--- config.mk ---
export PLATFORM = sky130hd
export DESIGN_NAME = wb_buffer_arbiter
export DESIGN_NICKNAME = d
export VERILOG_FILES = /design/src/rtl/wb_buffer_arbiter.sv
export SDC_FILE = /design/constraint.sdc
export NUM_CORES = 1
export LEC_CHECK = 0
export ABC_CLOCK_PERIOD_IN_PS = 12730
export BUFFER_PORTS_ARGS = -buffer_cell sky130_fd_sc_hd__buf_4
export CAP_MARGIN = 20
export CORE_AREA = 2 2 545 547
export CTS_CLUSTER_SIZE = 8
export DETAILED_ROUTE_END_ITERATION = 10
export DIE_AREA = 0 0 547 549
export PLACE_DENSITY = 0.3
export SLEW_MARGIN = 40
export SYNTH_ARGS = -nofsm -noshare
export SYNTH_HDL_FRONTEND = slang
export SYNTH_SLANG_ARGS = --single-unit
--- constraint.sdc ---
create_clock -name clk -period 12.73 [get_ports clk]
set_clock_uncertainty 0.2 [all_clocks]
set_input_delay 2.546 -clock clk [delete_from_list [all_inputs] [get_ports clk]]
set_output_delay 2.546 -clock clk [all_outputs]
set_load 0.1 [all_outputs]
--- src/rtl/wb_buffer_arbiter.sv ---
// wb_buffer_arbiter: I/D-cache to memory arbiter with a one-entry write-back buffer.
module wb_buffer_arbiter #(
  parameter int DRAIN_LIMIT = 4,
  parameter int OFFSET_BITS = 5
) (
  input  logic         clk,
  input  logic         rst,
  input  logic         pmem_read_c_i,
  input  logic [31:0]  pmem_address_c_i,
  output logic [255:0] pmem_rdata_c_i,
  output logic         pmem_resp_c_i,
  input  logic         pmem_read_c_d,
  input  logic         pmem_write_c_d,
  input  logic [31:0]  pmem_address_c_d,
  input  logic [255:0] pmem_wdata_c_d,
  output logic [255:0] pmem_rdata_c_d,
  output logic         pmem_resp_c_d,
  output logic         pmem_read_m,
  output logic         pmem_write_m,
  output logic [31:0]  pmem_address_m,
  output logic [255:0] pmem_wdata_m,
  input  logic [255:0] pmem_rdata_m,
  input  logic         pmem_resp_m
);
  localparam int CW = $clog2(DRAIN_LIMIT + 1);
  localparam logic [2:0] IDLE    = 3'd0;
  localparam logic [2:0] MEM_I   = 3'd1;
  localparam logic [2:0] MEM_D   = 3'd2;
  localparam logic [2:0] MEM_WB  = 3'd3;
  localparam logic [2:0] BUF_HIT = 3'd4;
  localparam logic [2:0] WB_ACK  = 3'd5;
  logic [2:0]    state, next, pick;
  logic          buf_valid;
  logic [31:0]   buf_addr;
  logic [255:0]  buf_data;
  logic [CW-1:0] starve_cnt;
  logic          rd_d, match_d, match_i, starved, mem_busy, read_grant;
  // a simultaneous read and write from the D-cache is treated as a write
  assign rd_d     = pmem_read_c_d & ~pmem_write_c_d;
  assign match_d  = buf_valid & (pmem_address_c_d[31:OFFSET_BITS] == buf_addr[31:OFFSET_BITS]);
  assign match_i  = buf_valid & (pmem_address_c_i[31:OFFSET_BITS] == buf_addr[31:OFFSET_BITS]);
  assign starved  = buf_valid & (starve_cnt == CW'(DRAIN_LIMIT));
  assign mem_busy = (state == MEM_I) | (state == MEM_D) | (state == MEM_WB);
  always_comb begin
    pick = (buf_valid & pmem_write_c_d) ? MEM_WB :
           (rd_d & match_d)             ? BUF_HIT :
           pmem_write_c_d               ? WB_ACK :
           starved                      ? MEM_WB :
           rd_d                         ? MEM_D :
           (pmem_read_c_i & match_i)    ? MEM_WB :
           pmem_read_c_i                ? MEM_I :
           buf_valid                    ? MEM_WB : IDLE;
    next = (state == IDLE) ? pick : (mem_busy & ~pmem_resp_m) ? state : IDLE;
  end
  assign read_grant = (state == IDLE) & ((next == MEM_D) | (next == MEM_I));
  always_ff @(posedge clk or posedge rst) begin
    if (rst) begin
      state      <= IDLE;
      buf_valid  <= 1'b0;
      buf_addr   <= '0;
      buf_data   <= '0;
      starve_cnt <= '0;
    end else begin
      state <= next;
      if (state == IDLE && next == WB_ACK) begin
        buf_valid <= 1'b1;
        buf_addr  <= {pmem_address_c_d[31:OFFSET_BITS], {OFFSET_BITS{1'b0}}};
        buf_data  <= pmem_wdata_c_d;
      end else if (state == MEM_WB && pmem_resp_m) begin
        buf_valid <= 1'b0;
      end
      if (!buf_valid || (state == MEM_WB && pmem_resp_m))
        starve_cnt <= '0;
      else if (read_grant && starve_cnt != CW'(DRAIN_LIMIT))
        starve_cnt <= starve_cnt + 1'b1;
    end
  end
  assign pmem_read_m    = (state == MEM_D) | (state == MEM_I);
  assign pmem_write_m   = state == MEM_WB;
  assign pmem_address_m = (state == MEM_D)  ? pmem_address_c_d :
                          (state == MEM_I)  ? pmem_address_c_i :
                          (state == MEM_WB) ? buf_addr : '0;
  assign pmem_wdata_m   = pmem_write_m ? buf_data : '0;
  assign pmem_resp_c_i  = (state == MEM_I) & pmem_resp_m;
  assign pmem_rdata_c_i = pmem_resp_c_i ? pmem_rdata_m : '0;
  assign pmem_resp_c_d  = (state == WB_ACK) | (state == BUF_HIT) | ((state == MEM_D) & pmem_resp_m);
  assign pmem_rdata_c_d = (state == BUF_HIT) ? buf_data :
                          ((state == MEM_D) & pmem_resp_m) ? pmem_rdata_m : '0;
endmodule

==> results of run 1 <==
==> path summary, 6_finish.rpt <==
check                                          from                   endpoint  slack, ns
setup / recovery                        pmem_resp_m        pmem_rdata_c_i[182]       4.85
hold / removal             buf_data[23]$_DFFE_PP0P_   buf_data[23]$_DFFE_PP0P_       0.31
setup reg to reg                 state[1]$_DFF_PP0_  buf_data[104]$_DFFE_PP0P_       8.29
hold reg to reg            buf_data[23]$_DFFE_PP0P_   buf_data[23]$_DFFE_PP0P_       0.31
max in group asynchronous                       rst         state[2]$_DFF_PP0_       8.71
min in group asynchronous                       rst  buf_data[239]$_DFFE_PP0P_       1.74
==> cell type report <==
cell class	instances	share of cell area (%)
Antenna cell	45	0.3217
Clock buffer	71	4.297
Clock inverter	13	0.5648
Inverter	7	0.09652
Multi-Input combinational cell	1262	29.30
Sequential cell	290	20.74
Tap cell	3939	14.08
Timing Repair Buffer	1410	30.60
==> state kept, by name, summed over array words and instances, names as in the netlist <==
register,flops
starve_cnt,3
state,3
buf_valid,1
buf_addr,27
buf_data,256
==> power breakdown <==
part	internal (mW)	switching, mW	leakage (nW)
clock network	0.910	0.574	0.831
logic	1.60	5.16	11.3
registers	1.39	0.908	3.47
==> cells in the final DEF, fill, tap and decap left out, drive strengths merged, types with 2 or more instances in the layout <==
master and count:
clkinvlp 3, clkbuf 71, nor2 41, or3 3
bufinv 5, nand4 10, a22o 256, a211oi 2
inv 7, o21ai 3, diode 45, and2 512
nand2 8, dfrtp 290, ha 2, xnor2 39
a21oi 5, xor2 16, nor4 5, nor2b 3
mux2 310, nor3 2, mux2i 2, clkinv 5
a22oi 32, buf 1410
==> layer usage <==
metal,routed length (um),part of all wire [%]
met1,83010,41
met2,89520,44
met3,25120,12
met5,965,0.48
met4,4168,2.1
==> through the flow <==
step	utilization [%]	worst slack (ns)
after floorplan	-	1.978
after global placement	11.23	4.362
after detailed placement	11.24	4.652
after CTS	11.81	4.646
after global routing	11.83	4.601
final	11.86	4.853
==> cell families after synthesis <==
family	synth area share (%)
and+or+nand+nor	19.85
muxes	19.39
AOI/OAI and AO/OA	14.26
DFF	40.04
buffers and inverters	3.673
xor gates and xnor gates	2.658
adders and majority gates	0.1380
==> synth_stat cells, drive strengths merged, types with 5 or more instances <==
| master | instances | share of area, % |
|---|---|---|
| a22o | 256 | 12 |
| nand4 | 10 | 0.35 |
| a22oi | 32 | 1.3 |
| mux2 | 310 | 19 |
| a21oi | 5 | 0.14 |
| and2 | 512 | 18 |
| xor2 | 16 | 0.77 |
| nor2 | 41 | 0.85 |
| xnor2 | 39 | 1.9 |
| nand2 | 8 | 0.18 |
| buf | 44 | 1.1 |
| nor4 | 5 | 0.17 |
| clkbuf | 117 | 2.4 |
| dfrtp | 290 | 40 |
| inv | 7 | 0.14 |
==> results.json, run 1 <==
{
  "status": "finished, final reports clean",
  "final_nets": 3606,
  "layout-drive-gt1-share_pct": 57.09,
  "cts_post_setup_buffers_inserted": 0,
  "core-area_um2": 295000,
  "clk_path_buf_depth": 3,
  "setup-tns-final_ns": 0,
  "final_cells": 7037,
  "synthDistinctLibCells": 38,
  "grt_overflow": 0,
  "placedCellCount": 6907,
  "crit_slowest_cell": "buf_4",
  "initial_core_util_pct": 6.143,
  "crit_chain": "buf_4 -> inv_1 -> nor4b_4 -> buf_4 -> buf_12 -> and2_1 -> buf_4",
  "postSynthAreaPerCell_um2": 10.54,
  "grt_pass1_wl_um": 251400,
  "maxCapViolCount": 0,
  "maxSlewHeadroom_pct": 33.33,
  "antenna_found_initial": 134,
  "multi_input_area_um2": 10250,
  "syn_nets": 2304,
  "grt_usage_pct": 12.94,
  "worstSetupStartpointType": "input port",
  "tightest_slew_ns": 1.000,
  "clock_tree.root_cell": "clkbuf_16",
  "end_kind": "primary output",
  "die_h_um": 549,
  "ys.flop_type": "dfrtp_1",
  "grt_max_degree": 146,
  "drt_iter0_markers": 990,
  "met2_usage_pct": 20.12,
  "crit_buf_inv": 5,
  "dr.pass1.iters": 7,
  "htreeDepth": 2,
  "min_period_ns": 7.877,
  "reg2reg_depth": 7,
  "rows": 200,
  "ir_drop_uv": 105.8,
  "netlist_instances": 1720,
  "holdPathStages": 1,
  "grtUsageMet3_pct": 6.979,
  "yosys_warnings": 0,
  "wl_per_cell_um": 28.82,
  "place_area_um2": 33160,
  "hold_viol": 0,
  "cts_inserted_buffers": 51,
  "hold_path_class": "flip-flop to flip-flop",
  "drc": 0,
  "grt_use_met1_pct": 15.59,
  "cts.clk_slew.worst_paths_ns": 0.05,
  "post_cts_resized": 0,
  "maxSlewViolCount": 0,
  "synth_area_um2": 18120,
  "port-buffer-count": 1385,
  "ioPinCount": 1386,
  "clk_latency_ns": 0.66,
  "grt_busiest_layer": "met2",
  "route.vias.total": 20440,
  "slowest_delay_ns": 0.57,
  "ys_seq_area_share_pct": 40.04,
  "nFillCells": 33950,
  "ant_nets": 0,
  "first_global_vias": 20860,
  "power_mw": 10.53,
  "holdWs_ns": 0.3139,
  "dieArea_um2": 300300,
  "arrival_ns": 5.13,
  "place_hpwl_um": 176500,
  "cts_tree": "built",
  "area_growth_pct": 93.11,
  "synth_edf_count": 0,
  "synth-seq-cells": 290,
  "regArea_um2": 7258,
  "setup.worst_path.class": "input port to primary output",
  "rsz0062_at_grt": "no",
  "p_leak_nw": 15.63,
  "hold_buffers": 0,
  "place_congestion": 0.9109,
  "fmax_ghz": 0.1270,
  "required_ns": 9.98,
  "cts_sinks": 290,
  "crit_top_cell": "buf_4",
  "setup_viol": 0,
  "timing.final.crit_share_pct": 61.88,
  "wl_um": 202800,
  "synthArstFlopShare_pct": 100.0,
  "power_density_nw_per_um2": 300.9,
  "die-width_um": 547,
  "cp_num_cells": 7,
  "crit_family": "buffers and inverters",
  "path_max_fanout": 145,
  "via_per_inst": 2.905,
  "design_area_um2": 35000
}
Note: power is estimated with default switching activity, not from simulation.
==> run 2, diff against run 1 <==
--- a/config.mk
+++ b/config.mk
@@ -5,7 +5,7 @@
 export SDC_FILE = /design/constraint.sdc
 export NUM_CORES = 1
 export LEC_CHECK = 0
-export ABC_CLOCK_PERIOD_IN_PS = 12730
+export ABC_CLOCK_PERIOD_IN_PS = 8100
 export BUFFER_PORTS_ARGS = -buffer_cell sky130_fd_sc_hd__buf_4
 export CAP_MARGIN = 20
 export CORE_AREA = 2 2 545 547
==> constraint.sdc (replaced) <==
create_clock -name clk -period 8.1 [get_ports clk]
set_clock_uncertainty 0.2 [all_clocks]
set_input_delay 1.62 -clock clk [delete_from_list [all_inputs] [get_ports clk]]
set_output_delay 1.62 -clock clk [all_outputs]
set_load 0.1 [all_outputs]
==> results.json, run 2 (synthesized netlist as in run 1, its figures left out) <==
{
  "wl_um": 215000,
  "cts.clk_slew.worst_paths_ns": 0.05,
  "maxSlewHeadroom_pct": 33.53,
  "setup-tns-final_ns": 0,
  "final_common_cell": "buf_4",
  "hold_path_class": "flip-flop to flip-flop",
  "clock_tree.root_cell": "clkbuf_16",
  "final_cell_mix": "buf_4 (1396), and2_1 (512), dfrtp_1 (289), a22o_1 (256), mux2_2 (241)",
  "ant_nets": 0,
  "route.vias.total": 20760,
  "cts_post_setup_buffers_inserted": 0,
  "power_mw": 16.54,
  "min_period_ns": 5.608,
  "die-width_um": 547,
  "initial_core_util_pct": 6.143,
  "layout-drive-gt1-share_pct": 56.96,
  "slowest_delay_ns": 0.70,
  "grt_overflow": 0,
  "core-area_um2": 295000,
  "worstSetupStartpointType": "flip-flop",
  "grt_pass1_wl_um": 263500,
  "wl_per_cell_um": 30.48,
  "tightest_slew_ns": 0.9971,
  "drc": 0,
  "arrival_ns": 3.79,
  "placedCellCount": 6913,
  "place_hpwl_um": 187500,
  "maxSlewViolCount": 0,
  "die_h_um": 549,
  "place_congestion": 0.9260,
  "grt_max_degree": 208,
  "required_ns": 6.28,
  "hold_buffers": 0,
  "clk_path_buf_depth": 3,
  "end_kind": "primary output",
  "port-buffer-count": 1385,
  "ioPinCount": 1386,
  "final_nets": 3614,
  "setup.worst_path.class": "flip-flop to primary output",
  "crit_chain": "buf_4 -> nand2b_1 -> nor2_4 -> buf_4 -> buf_4 -> a22o_1 -> buf_4",
  "timing.final.crit_share_pct": 69.24,
  "cts_sinks": 290,
  "final_cells": 7053,
  "clk_latency_ns": 0.70,
  "reg.largest.list": "buf_data x256, buf_addr x27",
  "power_density_nw_per_um2": 471.7,
  "p_leak_nw": 15.63,
  "antenna_found_initial": 196,
  "top_register": "buf_data",
  "ir_drop_uv": 210.5,
  "via_per_inst": 2.944,
  "setup_viol": 0,
  "drt_iter0_markers": 1050,
  "cts_tree": "built",
  "rsz0062_at_grt": "no",
  "status": "finished, final reports clean",
  "holdWs_ns": 0.3080,
  "path_max_fanout": 60,
  "htreeDepth": 2,
  "cts_inserted_buffers": 51,
  "crit_slowest_cell": "buf_4",
  "largest_reg_flops": 256,
  "post_cts_resized": 0,
  "crit_top_cell": "buf_4",
  "area_growth_pct": 93.52,
  "maxCapViolCount": 0,
  "first_global_vias": 20880,
  "dr.pass1.iters": 5,
  "hold_viol": 0,
  "grt_usage_pct": 13.73,
  "rows": 200,
  "fmax_ghz": 0.1783,
  "dieArea_um2": 300300
}
==> run 2: changes by cell type in the layout (fill, tap and decap cells not counted), sizes merged <==
cell and delta:
diode +9, buf +8, clkinv +4, bufinv -3, clkbuf -3, clkinvlp +2
inv -1
==> run 2: worst max-delay path: cells and delay by family, from the launching register on <==
kind                   cells  cell delay, ns
AO/OA/AOI/OAI              1            0.35
buffers and inverters      4            1.81
flip-flops                 1            0.36
AND/OR/NAND/NOR            2            0.46
==> run 2: path summary, 6_finish.rpt <==
check / start / to / slack (ns) / cells past startpoint
max: state[1]$_DFF_PP0_ / pmem_rdata_c_d[237] / 2.49 / 7
min: buf_data[210]$_DFFE_PP0P_ / buf_data[210]$_DFFE_PP0P_ / 0.31 / 1
min reg2reg: buf_data[210]$_DFFE_PP0P_ / buf_data[210]$_DFFE_PP0P_ / 0.31 / 1
max in group asynchronous: rst / buf_data[255]$_DFFE_PP0P_ / 5.61 / 4
min in group asynchronous: rst / buf_data[92]$_DFFE_PP0P_ / 0.78 / 2
max reg2reg: state[0]$_DFF_PP0_ / buf_data[96]$_DFFE_PP0P_ / 4.69 / 6
==> run 2: where the power goes <==
group	internal [mW]	switching (mW)
Clock	1.26	0.919
Sequential	2.18	1.55
Combinational	2.56	8.08
Total	6.00	10.5
==> run 2: metal layers <==
metal	routed length (um)	GRT usage (%)	share of wire [%]	up-vias
met5	946	0	0.44	-
met4	4155	2.783	1.9	144
met3	27660	7.716	13	298
met2	98570	22.29	46	1177
met1	83660	15.66	39	10350
li1	-	-	-	8799
==> run 2: final cells by class <==
cell class	count	area, um^2
antenna	54	135.1
clock buffer	68	1403
clock inverter	15	142.6
fill	34030	260000
inverter	7	30.03
multi-input combinational	1262	10240
sequential	290	7258
tap	3939	4928
timing repair buffer	1418	10940
==> run 2: through the flow <==
| step | utilization, % | instance area (um^2) | setup WS [ns] |
|---|---|---|---|
| after floorplan | - | 18130 | 2.241 |
| after global placement | 11.25 | 33200 | 2.705 |
| after detailed placement | 11.29 | 33310 | 2.698 |
| after CTS | 11.82 | 34860 | 2.370 |
| after global routing | 11.85 | 34960 | 2.325 |
| final | 11.89 | 35080 | 2.492 |
==> run 3, diff against run 2 <==
--- a/config.mk
+++ b/config.mk
@@ -5,13 +5,14 @@
 export SDC_FILE = /design/constraint.sdc
 export NUM_CORES = 1
 export LEC_CHECK = 0
-export ABC_CLOCK_PERIOD_IN_PS = 8100
+export ABC_AREA = 1
+export ABC_CLOCK_PERIOD_IN_PS = 5810
 export BUFFER_PORTS_ARGS = -buffer_cell sky130_fd_sc_hd__buf_4
 export CAP_MARGIN = 20
-export CORE_AREA = 2 2 545 547
+export CORE_AREA = 2 2 537 539
 export CTS_CLUSTER_SIZE = 8
 export DETAILED_ROUTE_END_ITERATION = 10
-export DIE_AREA = 0 0 547 549
+export DIE_AREA = 0 0 539 541
 export PLACE_DENSITY = 0.3
 export SLEW_MARGIN = 40
 export SYNTH_ARGS = -nofsm -noshare
==> constraint.sdc (replaced) <==
create_clock -name clk -period 5.81 [get_ports clk]
set_clock_uncertainty 0.2 [all_clocks]
set_input_delay 1.162 -clock clk [delete_from_list [all_inputs] [get_ports clk]]
set_output_delay 1.162 -clock clk [all_outputs]
set_load 0.1 [all_outputs]
==> results.json, run 3 <==
{
  "top_register": "buf_data",
  "crit_top_cell": "buf_4",
  "layout-drive-gt1-share_pct": 38.55,
  "cts_tree": "built",
  "cts_sinks": 290,
  "slowest_delay_ns": 0.48,
  "synth.top_cell.area_share_pct": 41.22,
  "dieArea_um2": 291600,
  "route.vias.total": 23910,
  "drc": 0,
  "postSynthAreaPerCell_um2": 6.717,
  "dr.pass1.iters": 5,
  "synthDistinctLibCells": 29,
  "yosys_warnings": 0,
  "ant_nets": 0,
  "wl_per_cell_um": 26.27,
  "crit_slowest_cell": "clkinv_1",
  "antenna_found_initial": 107,
  "yosysMostFrequentCell": "nor2_1",
  "maxSlewViolCount": 0,
  "worstSetupStartpointType": "flip-flop",
  "clk_path_buf_depth": 3,
  "post_cts_resized": 0,
  "drt_iter0_markers": 1474,
  "final_cells": 7760,
  "crit_chain": "nor3_2 -> buf_4 -> clkinv_1 -> nor2_1 -> inv_8 -> buf_16 -> buf_4 -> nor2_1 -> buf_4",
  "cts.clk_slew.worst_paths_ns": 0.06,
  "final_cell_mix": "buf_4 (1420), nor2_1 (792), inv_1 (568), dfrtp_1 (290), a21oi_1 (275)",
  "ys.flop_type": "dfrtp_1",
  "clock_tree.root_cell": "clkbuf_16",
  "htreeDepth": 2,
  "crit_family": "buffers and inverters",
  "grt_pass1_wl_um": 258000,
  "place_congestion": 0.9364,
  "ir_drop_uv": 262.5,
  "yosys.area.top_type": "dfrtp_1",
  "min_period_ns": 5.445,
  "maxCapViolCount": 0,
  "grt_usage_pct": 13.41,
  "synth_area_um2": 17610,
  "arrival_ns": 4.08,
  "grt_busiest_layer": "met2",
  "initial_core_util_pct": 6.147,
  "path_max_fanout": 43,
  "setup.worst_path.class": "flip-flop to primary output",
  "netlist_instances": 2621,
  "grt_use_met1_pct": 15.53,
  "first_global_vias": 24260,
  "end_kind": "primary output",
  "setup-tns-final_ns": 0,
  "final_nets": 4517,
  "wl_um": 203800,
  "die-width_um": 539,
  "area_growth_pct": 94.63,
  "synthArstFlopShare_pct": 100.0,
  "hold_path_class": "flip-flop to flip-flop",
  "port-buffer-count": 1385,
  "required_ns": 4.45,
  "hold_buffers": 0,
  "power_density_nw_per_um2": 707.2,
  "fmax_ghz": 0.1837,
  "utilization_pct": 11.96,
  "grtUsageMet3_pct": 6.703,
  "rsz0062_at_grt": "no",
  "synth-seq-cells": 290,
  "nFillCells": 33630,
  "yosys-top-cells-count": "nor2_1 (793), inv_1 (572), dfrtp_1 (290)",
  "place_hpwl_um": 178100,
  "cts_post_setup_buffers_inserted": 0,
  "regArea_um2": 7257,
  "status": "finished, final reports clean",
  "setup_viol": 0,
  "placedCellCount": 7663,
  "core-area_um2": 286400,
  "via_per_inst": 3.081,
  "syn_nets": 3205,
  "grt_max_degree": 117,
  "die_h_um": 541,
  "reg.largest.list": "buf_data x256, buf_addr x27",
  "clk_latency_ns": 0.68,
  "hold_viol": 0,
  "cts_inserted_buffers": 49,
  "rows": 197,
  "synth_edf_count": 0,
  "yosys-top-cells-area": "dfrtp_1 (41%), nor2_1 (17%), inv_1 (12%)",
  "largest_reg_flops": 256,
  "ys_seq_area_share_pct": 41.22,
  "maxSlewHeadroom_pct": 42.91,
  "met2_usage_pct": 21.88,
  "grt_overflow": 0,
  "crit_buf_inv": 6,
  "multi_input_area_um2": 7375,
  "timing.final.crit_share_pct": 93.71,
  "tightest_slew_ns": 0.8564,
  "p_leak_nw": 18.17,
  "final_common_cell": "buf_4",
  "ioPinCount": 1386
}
[run 3: changes by cell type after synthesis, sizes merged, moves of 116 or more]
cell and delta:
inv +569, and2 -512, nand2 +116, o22ai +256, mux2 -310, nor2 +753
a21oi +272, a22o -251
[run 3: cell type report]
type	instances	share of cell area, %
clock buffers	68	4.020
flip-flops and latches	290	21.18
repair buffers	1443	32.48
diodes	18	0.1315
clock inverters	11	0.4893
inverters	577	6.376
well taps	3781	13.81
multi-input cells	1572	21.52
[run 3: worst min-delay path: stages, from the launching register on]
cell,delay [ns]
dfrtp_1,0.32
inv_1,0.06
a21oi_1,0.11
[run 3: power by group]
| group | leakage [nW] | switching (mW) | internal (mW) |
|---|---|---|---|
| Combinational | 14.3 | 15.0 | 3.04 |
| Clock | 0.752 | 1.23 | 1.80 |
| Sequential | 3.11 | 0.285 | 2.87 |
| Total | 18.2 | 16.5 | 7.71 |
[run 3: stage by stage]
stage / total power, mW / setup slack [ns] / area, um^2 / hold WS, ns
floorplan: 15.82 / -0.01381 / 17610 / 0.2924
global placement: 21.40 / 1.156 / 32630 / 0.3160
detailed placement: 21.45 / 1.124 / 32680 / 0.3237
CTS: 24.66 / 0.2814 / 34220 / 0.2542
global route: 25.22 / 0.1646 / 34220 / 0.2873
finish: 24.23 / 0.3653 / 34270 / 0.3286
[run 3: path summary, 6_finish.rpt]
kind,cells past startpoint,endpoint,start,slack (ns)
max,9,pmem_rdata_c_i[109],state[2]$_DFF_PP0_,0.37
min,2,buf_data[192]$_DFFE_PP0P_,buf_data[192]$_DFFE_PP0P_,0.33
max reg2reg,11,buf_data[41]$_DFFE_PP0P_,buf_addr[16]$_DFFE_PP0P_,2.17
min reg2reg,2,buf_data[192]$_DFFE_PP0P_,buf_data[192]$_DFFE_PP0P_,0.33
max in group asynchronous,4,buf_data[46]$_DFFE_PP0P_,rst,3.92
min in group asynchronous,2,buf_data[85]$_DFFE_PP0P_,rst,0.35
[run 3: layer usage]
layer | wire length, um | vias to the layer above | share of wire [%]
met4 | 5038 | 96 | 2.5
met2 | 93130 | 1207 | 46
li1 | - | 10780 | -
met1 | 82280 | 11590 | 40
met3 | 22780 | 239 | 11
met5 | 613 | - | 0.30
[run 3: cells by family after synthesis]
group                    count (synthesis)  share of synthesized area, %
AND/OR/NAND/NOR                        938                         20.35
adder cells (fa/ha/maj)                  2                        0.1421
flip-flops                             290                         41.22
XOR/XNOR                                36                         1.791
AO/OA/AOI/OAI                          596                         19.50
buffers and inverters                  759                         16.99
